### src/rtl/branch_resolve_unit_if.sv
// Request/result handshake bundle for the branch resolution stage.
// The unit sits on the slave side; the issuing/consuming logic sits on the master side.
interface branch_resolve_unit_if #(
    parameter int XLEN  = 64,
    parameter int CNT_W = 32
);
    logic             in_valid_i;
    logic             in_ready_o;
    logic [XLEN-1:0]  opr_a_i;
    logic [XLEN-1:0]  opr_b_i;
    logic [XLEN-1:0]  pc_i;
    logic [XLEN-1:0]  imm_i;
    logic             is_b_type_i;
    logic [2:0]       instr_funct3_i;
    logic             pred_taken_i;
    logic [XLEN-1:0]  pred_target_i;
    logic             out_valid_o;
    logic             out_ready_i;
    logic             branch_taken_o;
    logic             redirect_o;
    logic [XLEN-1:0]  redirect_pc_o;
    logic             misalign_o;
    logic             flush_i;
    logic             cnt_clr_i;
    logic [CNT_W-1:0] branch_cnt_o;
    logic [CNT_W-1:0] mispred_cnt_o;

    modport master (
        output in_valid_i, opr_a_i, opr_b_i, pc_i, imm_i, is_b_type_i,
               instr_funct3_i, pred_taken_i, pred_target_i, out_ready_i,
               flush_i, cnt_clr_i,
        input  in_ready_o, out_valid_o, branch_taken_o, redirect_o,
               redirect_pc_o, misalign_o, branch_cnt_o, mispred_cnt_o
    );

    modport slave (
        input  in_valid_i, opr_a_i, opr_b_i, pc_i, imm_i, is_b_type_i,
               instr_funct3_i, pred_taken_i, pred_target_i, out_ready_i,
               flush_i, cnt_clr_i,
        output in_ready_o, out_valid_o, branch_taken_o, redirect_o,
               redirect_pc_o, misalign_o, branch_cnt_o, mispred_cnt_o
    );
endinterface

### src/rtl/branch_resolve_unit.sv
// Resolves conditional branches, checks the prediction and issues redirects; keeps stats counters.
// Latency STAGES cycles (1 or 2) from accept edge to registered result.
// Valid/ready backpressure, each stage advances when empty or downstream advances; in_ready combinational from out_ready.
module branch_resolve_unit #(
    parameter int XLEN   = 64,
    parameter int STAGES = 1,
    parameter int CNT_W  = 32
) (
    input  logic                  clk_i,
    input  logic                  rst_i,
    branch_resolve_unit_if.slave  bus
);

    if (STAGES != 1 && STAGES != 2) begin : g_bad_stages
        $error("branch_resolve_unit: STAGES must be 1 or 2");
    end

    logic            in_eq, in_lt, in_ltu;
    logic [XLEN-1:0] in_target;

    assign in_eq     = (bus.opr_a_i == bus.opr_b_i);
    assign in_lt     = ($signed(bus.opr_a_i) < $signed(bus.opr_b_i));
    assign in_ltu    = (bus.opr_a_i < bus.opr_b_i);
    assign in_target = bus.pc_i + bus.imm_i;

    // Entry presented to the final (output) stage.
    logic            s_vld, s_eq, s_lt, s_ltu, s_is_b, s_pred_taken;
    logic [2:0]      s_f3;
    logic [XLEN-1:0] s_pc, s_target, s_pred_target;

    logic out_vld, out_rdy, in_rdy, out_load;
    assign out_rdy = !out_vld || bus.out_ready_i;

    if (STAGES == 2) begin : g_two
        logic            a_vld, a_eq, a_lt, a_ltu, a_is_b, a_pred_taken;
        logic [2:0]      a_f3;
        logic [XLEN-1:0] a_pc, a_target, a_pred_target;

        assign in_rdy = !bus.flush_i && !rst_i && (!a_vld || out_rdy);

        always_ff @(posedge clk_i or posedge rst_i) begin
            if (rst_i) begin
                a_vld         <= 1'b0;
                a_eq          <= 1'b0;
                a_lt          <= 1'b0;
                a_ltu         <= 1'b0;
                a_is_b        <= 1'b0;
                a_pred_taken  <= 1'b0;
                a_f3          <= 3'b000;
                a_pc          <= '0;
                a_target      <= '0;
                a_pred_target <= '0;
            end else if (bus.flush_i) begin
                a_vld <= 1'b0;
            end else if (!a_vld || out_rdy) begin
                a_vld <= bus.in_valid_i;
                if (bus.in_valid_i) begin
                    a_eq          <= in_eq;
                    a_lt          <= in_lt;
                    a_ltu         <= in_ltu;
                    a_is_b        <= bus.is_b_type_i;
                    a_pred_taken  <= bus.pred_taken_i;
                    a_f3          <= bus.instr_funct3_i;
                    a_pc          <= bus.pc_i;
                    a_target      <= in_target;
                    a_pred_target <= bus.pred_target_i;
                end
            end
        end

        assign s_vld         = a_vld;
        assign s_eq          = a_eq;
        assign s_lt          = a_lt;
        assign s_ltu         = a_ltu;
        assign s_is_b        = a_is_b;
        assign s_pred_taken  = a_pred_taken;
        assign s_f3          = a_f3;
        assign s_pc          = a_pc;
        assign s_target      = a_target;
        assign s_pred_target = a_pred_target;
        assign out_load      = a_vld && out_rdy;
    end else begin : g_one
        assign in_rdy        = !bus.flush_i && !rst_i && out_rdy;
        assign s_vld         = bus.in_valid_i;
        assign s_eq          = in_eq;
        assign s_lt          = in_lt;
        assign s_ltu         = in_ltu;
        assign s_is_b        = bus.is_b_type_i;
        assign s_pred_taken  = bus.pred_taken_i;
        assign s_f3          = bus.instr_funct3_i;
        assign s_pc          = bus.pc_i;
        assign s_target      = in_target;
        assign s_pred_target = bus.pred_target_i;
        assign out_load      = bus.in_valid_i && in_rdy;
    end

    logic            taken, mispred, misalign, redirect;
    logic [XLEN-1:0] pc4, rpc;

    always_comb begin
        taken = 1'b0;
        if (s_is_b) begin
            case (s_f3)
                3'b000:  taken = s_eq;
                3'b001:  taken = !s_eq;
                3'b100:  taken = s_lt;
                3'b101:  taken = !s_lt;
                3'b110:  taken = s_ltu;
                3'b111:  taken = !s_ltu;
                default: taken = 1'b0;
            endcase
        end
    end

    assign pc4      = s_pc + XLEN'(4);
    assign misalign = taken && (s_target[1:0] != 2'b00);
    assign mispred  = (taken != s_pred_taken) || (taken && (s_target != s_pred_target));
    // A misaligned taken target traps instead of redirecting.
    assign redirect = mispred && !misalign;
    assign rpc      = taken ? s_target : pc4;

    logic            out_taken, out_redirect, out_misalign, out_is_b;
    logic [XLEN-1:0] out_rpc;

    always_ff @(posedge clk_i or posedge rst_i) begin
        if (rst_i) begin
            out_vld      <= 1'b0;
            out_taken    <= 1'b0;
            out_redirect <= 1'b0;
            out_misalign <= 1'b0;
            out_is_b     <= 1'b0;
            out_rpc      <= '0;
        end else begin
            if (bus.flush_i)
                out_vld <= 1'b0;
            else if (out_rdy)
                out_vld <= s_vld;
            if (out_load) begin
                out_taken    <= taken;
                out_redirect <= redirect;
                out_misalign <= misalign;
                out_is_b     <= s_is_b;
                out_rpc      <= rpc;
            end
        end
    end

    logic             out_fire;
    logic [CNT_W-1:0] branch_cnt, mispred_cnt;
    assign out_fire = out_vld && bus.out_ready_i;

    // Counters saturate; a clear in the same cycle as an increment wins.
    always_ff @(posedge clk_i or posedge rst_i) begin
        if (rst_i) begin
            branch_cnt  <= '0;
            mispred_cnt <= '0;
        end else if (bus.cnt_clr_i) begin
            branch_cnt  <= '0;
            mispred_cnt <= '0;
        end else if (out_fire) begin
            if (out_is_b && (branch_cnt != '1))
                branch_cnt <= branch_cnt + CNT_W'(1);
            if (out_redirect && (mispred_cnt != '1))
                mispred_cnt <= mispred_cnt + CNT_W'(1);
        end
    end

    assign bus.in_ready_o     = in_rdy;
    assign bus.out_valid_o    = out_vld;
    assign bus.branch_taken_o = out_taken;
    assign bus.redirect_o     = out_redirect;
    assign bus.redirect_pc_o  = out_rpc;
    assign bus.misalign_o     = out_misalign;
    assign bus.branch_cnt_o   = branch_cnt;
    assign bus.mispred_cnt_o  = mispred_cnt;

endmodule

### src/flat_wrapper.sv
// flat-port wrapper written by rule: the top's interface ports become plain ports
module branch_resolve_unit_flat 
#(
    parameter int XLEN   = 64,
    parameter int STAGES = 1,
    parameter int CNT_W  = 32
)
  (clk_i, rst_i, bus_in_valid_i, bus_opr_a_i, bus_opr_b_i, bus_pc_i, bus_imm_i, bus_is_b_type_i, bus_instr_funct3_i, bus_pred_taken_i, bus_pred_target_i, bus_out_ready_i, bus_flush_i, bus_cnt_clr_i, bus_in_ready_o, bus_out_valid_o, bus_branch_taken_o, bus_redirect_o, bus_redirect_pc_o, bus_misalign_o, bus_branch_cnt_o, bus_mispred_cnt_o);
  branch_resolve_unit_if #(.XLEN(XLEN), .CNT_W(CNT_W)) bus_i ();
  input  logic clk_i;
  input  logic rst_i;
  input wire logic [$bits(bus_i.in_valid_i)-1:0] bus_in_valid_i;
  input wire logic [$bits(bus_i.opr_a_i)-1:0] bus_opr_a_i;
  input wire logic [$bits(bus_i.opr_b_i)-1:0] bus_opr_b_i;
  input wire logic [$bits(bus_i.pc_i)-1:0] bus_pc_i;
  input wire logic [$bits(bus_i.imm_i)-1:0] bus_imm_i;
  input wire logic [$bits(bus_i.is_b_type_i)-1:0] bus_is_b_type_i;
  input wire logic [$bits(bus_i.instr_funct3_i)-1:0] bus_instr_funct3_i;
  input wire logic [$bits(bus_i.pred_taken_i)-1:0] bus_pred_taken_i;
  input wire logic [$bits(bus_i.pred_target_i)-1:0] bus_pred_target_i;
  input wire logic [$bits(bus_i.out_ready_i)-1:0] bus_out_ready_i;
  input wire logic [$bits(bus_i.flush_i)-1:0] bus_flush_i;
  input wire logic [$bits(bus_i.cnt_clr_i)-1:0] bus_cnt_clr_i;
  output wire logic [$bits(bus_i.in_ready_o)-1:0] bus_in_ready_o;
  output wire logic [$bits(bus_i.out_valid_o)-1:0] bus_out_valid_o;
  output wire logic [$bits(bus_i.branch_taken_o)-1:0] bus_branch_taken_o;
  output wire logic [$bits(bus_i.redirect_o)-1:0] bus_redirect_o;
  output wire logic [$bits(bus_i.redirect_pc_o)-1:0] bus_redirect_pc_o;
  output wire logic [$bits(bus_i.misalign_o)-1:0] bus_misalign_o;
  output wire logic [$bits(bus_i.branch_cnt_o)-1:0] bus_branch_cnt_o;
  output wire logic [$bits(bus_i.mispred_cnt_o)-1:0] bus_mispred_cnt_o;
  assign bus_i.in_valid_i = bus_in_valid_i;
  assign bus_i.opr_a_i = bus_opr_a_i;
  assign bus_i.opr_b_i = bus_opr_b_i;
  assign bus_i.pc_i = bus_pc_i;
  assign bus_i.imm_i = bus_imm_i;
  assign bus_i.is_b_type_i = bus_is_b_type_i;
  assign bus_i.instr_funct3_i = bus_instr_funct3_i;
  assign bus_i.pred_taken_i = bus_pred_taken_i;
  assign bus_i.pred_target_i = bus_pred_target_i;
  assign bus_i.out_ready_i = bus_out_ready_i;
  assign bus_i.flush_i = bus_flush_i;
  assign bus_i.cnt_clr_i = bus_cnt_clr_i;
  assign bus_in_ready_o = bus_i.in_ready_o;
  assign bus_out_valid_o = bus_i.out_valid_o;
  assign bus_branch_taken_o = bus_i.branch_taken_o;
  assign bus_redirect_o = bus_i.redirect_o;
  assign bus_redirect_pc_o = bus_i.redirect_pc_o;
  assign bus_misalign_o = bus_i.misalign_o;
  assign bus_branch_cnt_o = bus_i.branch_cnt_o;
  assign bus_mispred_cnt_o = bus_i.mispred_cnt_o;
  branch_resolve_unit #(.XLEN(XLEN), .STAGES(STAGES), .CNT_W(CNT_W)) u_core (.clk_i(clk_i), .rst_i(rst_i), .bus(bus_i));
endmodule
### config.mk
export PLATFORM = sky130hd
export DESIGN_NAME = branch_resolve_unit_flat
export DESIGN_NICKNAME = d
export VERILOG_FILES = /design/src/rtl/branch_resolve_unit_if.sv /design/src/rtl/branch_resolve_unit.sv /design/src/flat_wrapper.sv
export SDC_FILE = /design/constraint.sdc
export NUM_CORES = 1
export LEC_CHECK = 0
export ABC_AREA = 1
export CAP_MARGIN = 30
export CORE_AREA = 2 2 175 263
export CTS_CLUSTER_DIAMETER = 150
export DETAILED_ROUTE_END_ITERATION = 10
export DIE_AREA = 0 0 177 265
export PLACE_DENSITY = 0.69
export RECOVER_POWER = 50
export SLEW_MARGIN = 20
export SYNTH_ARGS = -nofsm -noshare
export SYNTH_HDL_FRONTEND = slang
export SYNTH_SLANG_ARGS = --single-unit
### constraint.sdc
create_clock -name clk_i -period 4.5 [get_ports clk_i]
set_input_delay 0.675 -clock clk_i [delete_from_list [all_inputs] [get_ports clk_i]]
set_output_delay 0.675 -clock clk_i [all_outputs]
set_load 0.02 [all_outputs]
# ---- Word-level counts from Yosys, hierarchy flattened
# Index checks and enable logic that the tools add are counted.
dict set report totals {
  register_bits 133
  elab_cells 61
  out_inout_bits 133
  inputBits 331
}
dict set report op_classes {
  add_sub_neg 4
  n_lt_le_gt_ge 2
  n_eq_ne 10
  mux 11
  n_reduce_logical 26
}
# op n
set ops {}
lappend ops {{two-way mux 32 bit} 6}
lappend ops {{< comparator 64 bit} 2}
lappend ops {{adder 32 x 1 -> 32 bit, second input constant} 2}
lappend ops {{adder 64 x 3 -> 64 bit, second input constant} 1}
lappend ops {{adder 64 bit} 1}
lappend ops {{equality test 64 bit} 1}
lappend ops {{two-way mux 64 bit} 1}
lappend ops {{!= test 32 bit, second input constant} 2}
lappend ops {{!= test 64 bit} 1}
lappend ops {{equality test 3 bit, second input constant} 4}
lappend ops {{nonzero test 2 bit} 5}
lappend ops {{logical AND 1 bit} 9}
lappend ops {{logical NOT 1 bit} 7}
lappend ops {{one-hot mux 1 bit (6 select lines)} 1}
lappend ops {{AND reduction 2 bit} 2}
lappend ops {{equality test 3 x 1 -> 1 bit, second input constant} 1}
lappend ops {{logical NOT 3 bit} 1}
lappend ops {{two-way mux 1 bit} 3}
lappend ops {{logical OR 1 bit} 2}
lappend ops {{!= test 1 bit} 1}

# ---- Depth between registers and ports, before layout
# Gate-level depths: netlist of the first run.
dict set report depth {
  ltp_word 7
  depth_mapped 26
  ltp_nobuf 26
}

# ---- Worst setup path before layout of the first run
# Ideal clock, no wire load.
dict set report synth_timing {
  path_type {input to register}
  startpoint {input bus_imm_i[0]}
  endpoint {register u_core.out_redirect (netlist: u_core.bus.redirect_o)}
  cell_stages 25
  n_path_buf 0
  t_arrival_ns 2.685
  setup_time_ns 0.116
  t_required_ns 4.384
  path_slack_ns 1.698
  cell_sequence {ha_1 > inv_1 > fa_1 > inv_1 > nand2_1 > nand2_1 > nand3_2 > nand2_2 > nand2_1 > nand2_1 > nand2_1 > nand2_2 > nand2_2 > nand2_2 > nand2_1 > nand3_1 > nand2_1 > nor2_1 > nand2_1 > nor2_1 > nand2_1 > nor2_1 > nand2_1 > nand2_1 > nand2_1}
}
dict set report synth_via {
  elab_chain_cells 5
  elab_cells_between_ends 8
  cone_classes {add/sub: 1; eq/ne: 1; reduce/logical: 6}
}
# item line
set synth_rtl {}
lappend synth_rtl {{start: declaration} flat_wrapper.sv:16} ;# input wire logic [$bits(bus_i.imm_i)-1:0] bus_imm_i;
lappend synth_rtl {{adder 64 bit *} branch_resolve_unit.sv:24} ;# assign in_target = bus.pc_i + bus.imm_i;
lappend synth_rtl {{!= test 64 bit / nonzero test 2 bit (equally long branches)} {branch_resolve_unit.sv:117, branch_resolve_unit.sv:116}}
lappend synth_rtl {{logical AND 1 bit, on equally long branches} {branch_resolve_unit.sv:117, branch_resolve_unit.sv:116}}
lappend synth_rtl {{logical OR 1 bit / logical NOT 1 bit (equally long branches)} {branch_resolve_unit.sv:117, branch_resolve_unit.sv:119}}
lappend synth_rtl {{logical AND 1 bit *} branch_resolve_unit.sv:119} ;# assign redirect = mispred && !misalign;
lappend synth_rtl {{end signal: assignment} branch_resolve_unit.sv:140} ;# out_redirect <= redirect;
lappend synth_rtl {{end: declaration} branch_resolve_unit.sv:122} ;# logic out_taken, out_redirect, out_misalign, out_is_b;
# Every way passes the cells marked *; elsewhere a longest branch is shown, timed or not.
# A chain may end at the register's enable or synchronous reset.

# ---- Worst setup path after layout of the first run
dict set report layout_timing {
  startpoint {input bus_pc_i[0]}
  endpoint {register u_core.out_redirect (netlist: u_core.bus.redirect_o)}
}
dict set report layout_via {
  elab_chain_cells 5
  elab_cells_between_ends 8
  cone_classes {add/sub: 1; eq/ne: 1; reduce/logical: 6}
}
# item line
set layout_rtl {}
lappend layout_rtl {{start: declaration} flat_wrapper.sv:15} ;# input wire logic [$bits(bus_i.pc_i)-1:0] bus_pc_i;
lappend layout_rtl {{adder 64 bit *} branch_resolve_unit.sv:24}
lappend layout_rtl {{!= test 64 bit / nonzero test 2 bit (equally long branches)} {branch_resolve_unit.sv:117, branch_resolve_unit.sv:116}}
lappend layout_rtl {{logical AND 1 bit, on equally long branches} {branch_resolve_unit.sv:117, branch_resolve_unit.sv:116}}
lappend layout_rtl {{logical OR 1 bit / logical NOT 1 bit (equally long branches)} {branch_resolve_unit.sv:117, branch_resolve_unit.sv:119}}
lappend layout_rtl {{logical AND 1 bit *} branch_resolve_unit.sv:119}
# Marks and branches as above.

==> results of run 1 <==
## kinds of logic after synthesis
logic type | after synthesis | share of synthesized area, %
AO/OA/AOI/OAI | 306 | 10.4
XOR/XNOR | 105 | 5.71
adder cells (fa/ha/maj) | 131 | 9.33
buffers and inverters | 589 | 12.8
flip-flops | 133 | 18.9
AND/OR/NAND/NOR | 1759 | 42.9
## critical path, cell delays in order
cell and delay (ns):
clkdlybuf4s50_1 0.50, ha_1 0.42, inv_1 0.11, fa_1 0.42
inv_1 0.15, nand2_1 0.08, nand3_2 0.12, nand2_1 0.09
nand3_1 0.18, nand3_1 0.22, nand2_1 0.18, nand2_1 0.10
nand3_1 0.09, nand2_1 0.07, nor2_1 0.10, nand2_1 0.12
nor2_1 0.13, nand2_1 0.08, nor2_1 0.11, nand2_1 0.06
nand2_1 0.05, nand2_1 0.05
## report_power, final
group	switching [mW]	internal, mW	leakage, nW	total, mW
combinational	1.67	1.06	10.3	2.72
sequential	0.111	1.34	1.74	1.45
clock	0.631	0.835	0.282	1.47
total	2.41	3.23	12.3	5.64
## stage by stage
step                      setup slack (ns)  cell area, um^2  instances
after floorplan                      0.271            17600       3023
after global placement               0.363            23200       4075
after detailed placement             0.400            23200       4075
after CTS                            0.831            23800       4107
after global routing                 0.479            23800       4116
final                                0.711            23800       4119
## worst max-delay path by stage
| stage | from | to | slack (ns) |
|---|---|---|---|
| floorplan | rst_i | u_core.bus.branch_cnt_o[0] | 0.27 |
| global placement | bus_pc_i[0] | u_core.bus.redirect_o | 0.36 |
| detailed placement | bus_pc_i[0] | u_core.bus.redirect_o | 0.40 |
| CTS | bus_pc_i[0] | u_core.bus.redirect_o | 0.83 |
| global route | bus_pc_i[0] | u_core.bus.redirect_o | 0.48 |
| finish | bus_pc_i[0] | u_core.bus.redirect_o | 0.71 |
## routing by layer
| metal | global-route usage, % | vias up | wire, um |
|---|---|---|---|
| li1 | - | 10600 | - |
| met1 | 32.6 | 9596 | 27700 |
| met2 | 63.9 | 921 | 42300 |
| met3 | 8.25 | 316 | 6120 |
| met4 | 38.6 | 16 | 10600 |
| met5 | 0 | - | 113 |
## synthesized netlist by cell type, drive strengths merged
cell type / n
a21boi: 1
nand4: 56
nand2: 1062
xor2: 65
a211oi: 1
nand3b: 15
nor4: 19
a31oi: 1
and3: 7
o211a: 2
o21ai: 73
a21oi: 144
xor3: 4
o21a: 11
or3: 1
xnor3: 2
dfrtp: 133
inv: 550
clkinv: 1
a221oi: 1
or2: 6
o31ai: 9
nor3b: 4
o2111ai: 1
a31o: 1
xnor2: 34
a311oi: 1
a2bb2oi: 13
buf: 20
nor3: 71
and2: 2
o211ai: 34
nor2: 279
fa: 1
nand3: 237
a21o: 2
ha: 130
o21bai: 11
clkbuf: 18
## state kept, by name (all words and copies together) (netlist names)
name	cells
u_core.bus.branch_cnt_o	32
u_core.bus.branch_taken_o	1
u_core.bus.misalign_o	1
u_core.bus.mispred_cnt_o	32
u_core.bus.out_valid_o	1
u_core.bus.redirect_o	1
u_core.bus.redirect_pc_o	64
u_core.out_is_b	1
## cell type report
type | instances | area [um^2]
Fill cell | 4755 | 20800
Sequential cell | 133 | 3330
Antenna cell | 11 | 27.5
Timing Repair Buffer | 509 | 5010
Multi-Input combinational cell | 2301 | 12100
Clock buffer | 18 | 429
Inverter | 551 | 2070
Tap cell | 582 | 728
Clock inverter | 14 | 166
==> results.py, run 1 <==
metrics = {
    "logic_synthesis": {
        "synth.area.top_cells": "nand2_1 22%, dfrtp_1 19%, inv_1 11%, ha_1 9.2%, nand3_1 6.5%",
        "syn-num-nets": 3485,
        "synth_cell_types": 60,
        "syn_avg_cell_area_um2": 5.84,
        "yosys_warnings": 0,
        "synth_top_cell_area_share_pct": 22.2,
        "synthCells": 3023,
        "ys_seq_area_share_pct": 18.9,
        "ys_seq_elements": 133,
        "netlist_area_um2": 17600,
        "synth_top_cell_by_area": "nand2_1",
    },
    "clocking": {
        "cts.repair.resized": 0,
        "numCtsBuffers": 17,
        "clockRootBuffer": "clkbuf_16",
        "clock_sinks": 133,
        "clock_latency_ns": 0.43,
        "cts_buffer_depth": 2,
        "cts_setup_buffers": 0,
        "cts_hold_buf": 0,
        "clk_pin_slew_ns": 0.07,
        "cts_tree": "built",
        "h-tree-depth": 4,
    },
    "worst_hold_path": {
        "hold_end": "u_core.bus.redirect_pc_o[61]",
        "hp-class": "reg2reg",
        "min_path_cells": 2,
        "holdCritStartpoint": "u_core.bus.redirect_pc_o[61]",
    },
    "status": {
        "status": "complete, but fails checks",
        "failed_checks": "max-capacitance violations, max-slew violations",
    },
    "layout": {
        "mostFrequentLayoutCell": "nand2_1",
        "drive_above_1_share_pct": 4.99,
        "syn_to_final_growth_pct": 34.9,
        "final_util_pct": 53.4,
        "nNetsFinal": 3975,
        "final_cell_mix": "1042 x nand2_1, 537 x inv_1, 397 x clkdlybuf4s50_1",
    },
    "route": {
        "num_vias": 21400,
        "viasPerCell": 5.20,
        "dr.pass1.iters": 6,
        "drtIter0Drc": 1458,
        "routed_wl_um": 86900,
        "antenna_left": 0,
        "wl_per_cell_um": 21.1,
        "drc_errors": 0,
    },
    "sta": {
        "slew_viol_final": 113,
        "worst_pin_slew_ns": 2.14,
        "rsz0062_at_grt": "false",
        "fin_skew_ns": 0.0119,
        "period_share_pct": 84.2,
        "fin_crit_ns": 3.79,
        "fmax_ghz": 0.264,
        "finalSetupViolCount": 0,
        "finalHoldViolCount": 0,
        "hold-worst-slack_ns": 0.475,
        "max_slew_margin_pct": -43.4,
        "timing.setup.tns_ns": 0,
    },
    "die": {
        "die-area_um2": 46900,
        "die_h_um": 265,
        "fp-row-count": 95,
        "core_area_um2": 44600,
        "die_x_um": 177,
        "initial_core_util_pct": 39.6,
        "ioPinCount": 464,
    },
    "pwr": {
        "power_mw": 5.64,
        "p_leak_nw": 12.3,
        "irDropWorstVdd_uv": 257,
        "power.density_nw_per_um2": 237,
    },
    "worst_setup_path": {
        "cp-end-kind": "flop",
        "worstPathRequired_ns": 4.82,
        "critPathArrivalTime_ns": 4.11,
        "r2r_slack_ns": 1.39,
        "crit_path_start_kind": "primary input",
        "reg2reg_depth": 13,
        "timing.rr.start": "u_core.bus.branch_cnt_o[0]",
        "regToRegEndpoint": "u_core.bus.branch_cnt_o[17]",
        "worstSetupPathType": "in2reg",
        "worst-path-max-fanout": 4,
    },
    "place": {
        "port_buffers": 463,
        "place.gp.congestion": 1.08,
        "hpwlAfterDp_um": 75700,
    },
    "grt": {
        "track_usage_pct": 36.3,
        "grt_pass1_vias": 21000,
        "overflow": 0,
        "antenna_found_initial": 18,
        "grt_max_degree": 93,
        "grt_first_pass_wirelength_um": 124000,
    },
    "run": {
        "maxCapViolations": 2,
    },
}
(Power assumes the default switching activity.)
==> inputs of run 2 (changes only) <==
==> constraint.sdc (replaced) <==
create_clock -name clk_i -period 3.3 [get_ports clk_i]
set_input_delay 0.495 -clock clk_i [delete_from_list [all_inputs] [get_ports clk_i]]
set_output_delay 0.495 -clock clk_i [all_outputs]
set_load 0.02 [all_outputs]
==> run 2 against run 1 <==
Effect of this change:
- the flow finishes with violations (design-rule violations, max-capacitance violations, max-slew violations)
- critical path depth down 2
- die area unchanged
- final cell count up 8.5%
- non-clock buffer count up 352
- global-route usage up 0.39 points
- clock skew down 0.0021 ns
- critical path type unchanged
- critical endpoint unchanged
==> results.py, run 2 (synthesis results as in run 1) <==
metrics = {
    "status": {
        "status": "complete, but fails checks",
        "failed_checks": "design-rule violations, max-capacitance violations, max-slew violations",
    },
    "layout": {
        "largest_register_ffs": 64,
        "mostFrequentLayoutCell": "nand2_1",
        "final_cell_mix": "1035 x nand2_1, 536 x inv_1, 388 x clkdlybuf4s50_1",
        "fin_cells": 4468,
        "drive_above_1_share_pct": 15.4,
        "final_util_pct": 60.6,
        "nNetsFinal": 4327,
        "syn_to_final_growth_pct": 52.9,
        "final_area_um2": 27000,
    },
    "pwr": {
        "power.internal_mw": 4.84,
        "irDropWorstVdd_uv": 364,
        "p_leak_nw": 14.1,
        "p_comb_share_pct": 53.5,
        "clkPwrFrac_pct": 22.7,
        "switching_share_pct": 41.7,
        "power.density_nw_per_um2": 308,
        "pwr-share-seq_pct": 23.9,
        "power_mw": 8.31,
        "p_sw_mw": 3.47,
    },
    "sta": {
        "rsz0062_at_grt": "true",
        "slew_viol_final": 90,
        "fin_crit_ns": 3.16,
        "max_slew_margin_pct": -54.0,
        "fin_skew_ns": 0.00989,
        "period_share_pct": 95.8,
        "timing.setup.tns_ns": 0,
        "hold-worst-slack_ns": 0.470,
        "setup_slack_ns": 0.138,
        "finalSetupViolCount": 0,
        "fmax_ghz": 0.316,
        "worst_pin_slew_ns": 2.31,
        "finalHoldViolCount": 0,
    },
    "route": {
        "routed_wl_um": 89000,
        "drtIter0Drc": 1590,
        "drc_errors": 1,
        "viasPerCell": 5.16,
        "antenna_left": 0,
        "num_vias": 23000,
        "dr.pass1.iters": 10,
        "wl_per_cell_um": 19.9,
    },
    "die": {
        "die_h_um": 265,
        "die_x_um": 177,
        "die-area_um2": 46900,
        "fp-row-count": 95,
        "initial_core_util_pct": 39.6,
        "ioPinCount": 464,
        "core_area_um2": 44600,
    },
    "worst_hold_path": {
        "hp-class": "reg2reg",
        "min_path_cells": 2,
    },
    "worst_setup_path": {
        "r2r_slack_ns": 0.59,
        "cp-end-kind": "flop",
        "crit_path_max_incr_delay_ns": 0.45,
        "critPathArrivalTime_ns": 3.48,
        "worstPathRequired_ns": 3.62,
        "cp_common_cell": "nand2_1",
        "crit_path_start_kind": "primary input",
        "reg2reg_depth": 15,
        "crit_chain": "clkdlybuf4s50_1 -> ha_1 -> buf_4 -> nand2_1 -> inv_1 -> a21oi_1 -> nand2_1 -> o21bai_1 -> a21oi_1 -> nand2_1 -> nand2_1 -> nand3b_1 -> nand2_1 -> nand2_1 -> nor2_1 -> nand3_1 -> nor2_1 -> nand2_1 -> nand2_1 -> nand2_1",
        "critPathSlowestCell": "clkdlybuf4s50_1",
        "cp_top_family": "simple AND/OR/NAND/NOR gates",
        "worst-path-max-fanout": 3,
        "cp_num_buf_inv": 3,
        "worstSetupPathType": "in2reg",
        "crit_cells": 20,
    },
    "place": {
        "preCtsSetupSlack_ns": -0.353,
        "dp_cells": 4423,
        "port_buffers": 463,
        "place_area_um2": 25900,
        "place.gp.congestion": 1.07,
        "hpwlAfterDp_um": 76000,
    },
    "grt": {
        "overflow": 0,
        "track_usage_pct": 36.7,
        "grt_max_degree": 90,
        "grt_pass1_vias": 22400,
        "antenna_found_initial": 13,
        "grt_first_pass_wirelength_um": 127000,
    },
    "clocking": {
        "cts_tree": "built",
        "clockRootBuffer": "clkbuf_16",
        "h-tree-depth": 4,
        "numCtsBuffers": 17,
        "clock_sinks": 133,
        "cts_buffer_depth": 2,
        "clock_latency_ns": 0.43,
        "clk_pin_slew_ns": 0.06,
        "cts_hold_buf": 0,
    },
    "run": {
        "maxCapViolations": 1,
    },
}
run 2: cell types whose count changed in the layout (fill, tap and decap cells not counted), sizes merged, moves of 3 or more:
cell,previous run,this run
dlymetal6s2s,0,9
diode,11,8
buf,43,393
clkdlybuf4s50,397,388
run 2: final cells by class:
| type | instances | area (um^2) |
|---|---|---|
| well taps | 582 | 728 |
| flip-flops and latches | 133 | 3330 |
| multi-input cells | 2301 | 12500 |
| fillers | 4414 | 17600 |
| repair buffers | 861 | 7780 |
| clock buffers | 18 | 439 |
| clock inverters | 14 | 135 |
| inverters | 551 | 2070 |
| diodes | 8 | 20.0 |
run 2: worst paths after layout:
| path | start | endpoint |
|---|---|---|
| worst max-delay path | bus_pc_i[43] | u_core.bus.redirect_o |
| worst min-delay path | u_core.bus.redirect_pc_o[63] | u_core.bus.redirect_pc_o[63] |
| worst max register to register | u_core.bus.mispred_cnt_o[0] | u_core.bus.mispred_cnt_o[23] |
| worst min register to register | u_core.bus.redirect_pc_o[63] | u_core.bus.redirect_pc_o[63] |
| max in group asynchronous | rst_i | u_core.bus.branch_cnt_o[18] |
| min in group asynchronous | rst_i | u_core.bus.redirect_pc_o[22] |
run 2: worst reg2reg max path, cell delays in order, from the launching register on:
cell and delay (ns):
dfrtp_1 0.39, ha_1 0.19, nand2_1 0.06, inv_1 0.12, nand2_1 0.11, nor2_1 0.14, nand3_1 0.16, nor4_2 0.20
nand3_1 0.17, o21ai_2 0.36, nand2_2 0.22, nand4_1 0.17, nor2_1 0.07, nand2_1 0.07, o21ai_0 0.08, a21oi_1 0.13
run 2: routing by layer:
layer / global-route usage [%] / wire length, um / vias to the layer above
met4: 38.8 / 11100 / 8
met3: 6.27 / 6020 / 367
met2: 63.6 / 42400 / 1084
met5: 0 / 56 / -
met1: 35.2 / 29400 / 10300
li1: - / - / 11300
run 2: power by group through the flow:
stage                     clock (mW)  sequential [mW]  combinational, mW
after global placement             0             2.01               4.27
after CTS                       1.91             1.98               4.32
final                           1.89             1.98               4.44
after global routing            1.98             2.00               4.76
after detailed placement           0             2.01               4.30
after floorplan                    0             2.21               1.70
run 2: what timing repair did:
item | 4_1_cts | 5_1_grt
setup endpoints to repair | 0 | 60
gates resized for setup | 0 | 89
buffers inserted | 0 | 2
==> inputs of run 3 (changes only) <==
--- a/config.mk
+++ b/config.mk
@@ -7,10 +7,10 @@
 export LEC_CHECK = 0
 export ABC_AREA = 1
 export CAP_MARGIN = 30
-export CORE_AREA = 2 2 175 263
+export CORE_AREA = 3 3 176 264
 export CTS_CLUSTER_DIAMETER = 150
 export DETAILED_ROUTE_END_ITERATION = 10
-export DIE_AREA = 0 0 177 265
+export DIE_AREA = 0 0 179 267
 export PLACE_DENSITY = 0.69
 export RECOVER_POWER = 50
 export SLEW_MARGIN = 20
==> run 3 against run 2 <==
Effect of this change:
- the flow finishes with violations (max-capacitance violations, max-slew violations)
- critical path depth did not move
- largest cell class unchanged
- sequential power about the same
- sequential share of layout area shrank 0.19 points
- highest routed layer unchanged
- largest power group unchanged
==> results.py, run 3 (synthesis results as in run 1) <==
metrics = {
    "die": {
        "die_h_um": 267,
        "ioPinCount": 464,
        "die_x_um": 179,
        "initial_core_util_pct": 39.6,
        "die-area_um2": 47800,
        "fp-row-count": 95,
        "core_area_um2": 44600,
    },
    "worst_setup_path": {
        "worst-path-max-fanout": 35,
        "critPathArrivalTime_ns": 3.44,
        "cp_top_family": "buffers and inverters",
        "cp_common_cell": "nand2_1",
        "crit_chain": "clkdlybuf4s50_1 -> inv_1 -> ha_1 -> a21oi_1 -> o21ai_0 -> a21oi_1 -> nand2_1 -> a21oi_1 -> buf_4 -> nand2_1 -> nand2_1 -> nand2_1 -> nand2_1 -> nand2_1 -> a21oi_4 -> buf_12 -> buf_12 -> nand3_1 -> o211ai_1 -> nand2_1",
        "crit_path_max_incr_delay_ns": 0.45,
        "worstSetupPathType": "in2reg",
        "critPathSlowestCell": "clkdlybuf4s50_1",
        "crit_path_start_kind": "primary input",
        "cp-end-kind": "flop",
        "worstPathRequired_ns": 3.61,
        "cp_num_buf_inv": 5,
    },
    "grt": {
        "grt_pass1_vias": 22700,
        "grt_max_degree": 70,
        "overflow": 0,
        "grt_first_pass_wirelength_um": 130000,
        "track_usage_pct": 37.0,
        "antenna_found_initial": 28,
    },
    "sta": {
        "hold-worst-slack_ns": 0.414,
        "fin_crit_ns": 3.12,
        "timing.setup.tns_ns": 0,
        "period_share_pct": 94.7,
        "finalHoldViolCount": 0,
        "finalSetupViolCount": 0,
        "fin_skew_ns": 0.0132,
        "worst_pin_slew_ns": 1.62,
        "fmax_ghz": 0.320,
        "max_slew_margin_pct": -8.27,
        "rsz0062_at_grt": "true",
        "slew_viol_final": 66,
    },
    "route": {
        "dr.pass1.iters": 6,
        "drc_errors": 0,
        "num_vias": 22900,
        "wl_per_cell_um": 20.2,
        "drtIter0Drc": 1526,
        "antenna_left": 0,
        "viasPerCell": 5.10,
        "routed_wl_um": 90800,
    },
    "clocking": {
        "cts_hold_buf": 0,
        "clockRootBuffer": "clkbuf_16",
        "h-tree-depth": 4,
        "cts_buffer_depth": 2,
        "clock_latency_ns": 0.44,
        "clk_pin_slew_ns": 0.06,
        "cts_tree": "built",
        "numCtsBuffers": 17,
        "clock_sinks": 133,
    },
    "layout": {
        "final_area_um2": 27400,
        "mostFrequentLayoutCell": "nand2_1",
        "nNetsFinal": 4346,
        "final_cell_mix": "1023 x nand2_1, 536 x inv_1, 408 x buf_4",
        "final_util_pct": 61.5,
        "drive_above_1_share_pct": 16.8,
        "largest_register_ffs": 64,
        "syn_to_final_growth_pct": 55.3,
    },
    "status": {
        "failed_checks": "max-capacitance violations, max-slew violations",
        "status": "complete, but fails checks",
    },
    "place": {
        "place_area_um2": 26000,
        "port_buffers": 463,
        "place.gp.congestion": 1.05,
        "hpwlAfterDp_um": 78600,
    },
    "worst_hold_path": {
        "hp-class": "in2reg",
    },
    "pwr": {
        "irDropWorstVdd_uv": 341,
        "p_leak_nw": 14.5,
        "power.density_nw_per_um2": 309,
        "power_mw": 8.48,
    },
    "run": {
        "maxCapViolations": 1,
    },
}
==> run 3: timing repair <==
action                     CTS  global route
gates resized for setup      2           161
buffers inserted             0             0
cloned                       0             1
pin swaps                    0            10
setup endpoints to repair    1            53
==> run 3: power by group <==
| part | switching (mW) | internal (mW) | total [mW] |
|---|---|---|---|
| clock | 0.865 | 1.14 | 2.00 |
| sequential | 0.165 | 1.83 | 2.00 |
| combinational | 2.47 | 2.01 | 4.48 |
==> run 3: per-layer routing <==
layer  GRT usage (%)  wire length [um]
met5               0                96
met4            39.9             12300
met3            9.22              6840
met2            63.9             42900
met1            33.0             28600
==> run 3: path summary, 6_finish.rpt <==
check | startpoint | end | slack, ns | cells after the start
min in group asynchronous | rst_i | u_core.bus.branch_cnt_o[0] | 0.65 | 2
max in group asynchronous | rst_i | u_core.bus.branch_cnt_o[13] | 0.66 | 3
hold / removal | bus_pc_i[0] | u_core.bus.redirect_pc_o[0] | 0.41 | 3
setup reg to reg | u_core.bus.branch_cnt_o[0] | u_core.bus.branch_cnt_o[27] | 0.63 | 14
hold reg to reg | u_core.bus.redirect_pc_o[59] | u_core.bus.redirect_pc_o[59] | 0.47 | 2
setup / recovery | bus_opr_b_i[63] | u_core.bus.redirect_pc_o[60] | 0.18 | 20
==> run 3: tightest hold or removal path, stage by stage <==
cell and delay (ns):
dlymetal6s2s_1 0.17, nand2_1 0.09, a2bb2oi_1 0.05
==> run 3: stage by stage <==
step,instances,setup slack (ns)
after detailed placement,4446,-0.496
after global placement,4446,-0.513
after CTS,4478,0.0293
after floorplan,3023,0.678
final,4499,0.175
after global routing,4491,-0.0260
==> run 3: area by class of cell <==
cell class              count  area (um^2)
diodes                     20         50.0
clock buffers              18          429
clock inverters            14          164
fillers                  4399        17200
inverters                 551         2070
multi-input cells        2301        12700
flip-flops and latches    133         3330
well taps                 582          728
repair buffers            880         7940
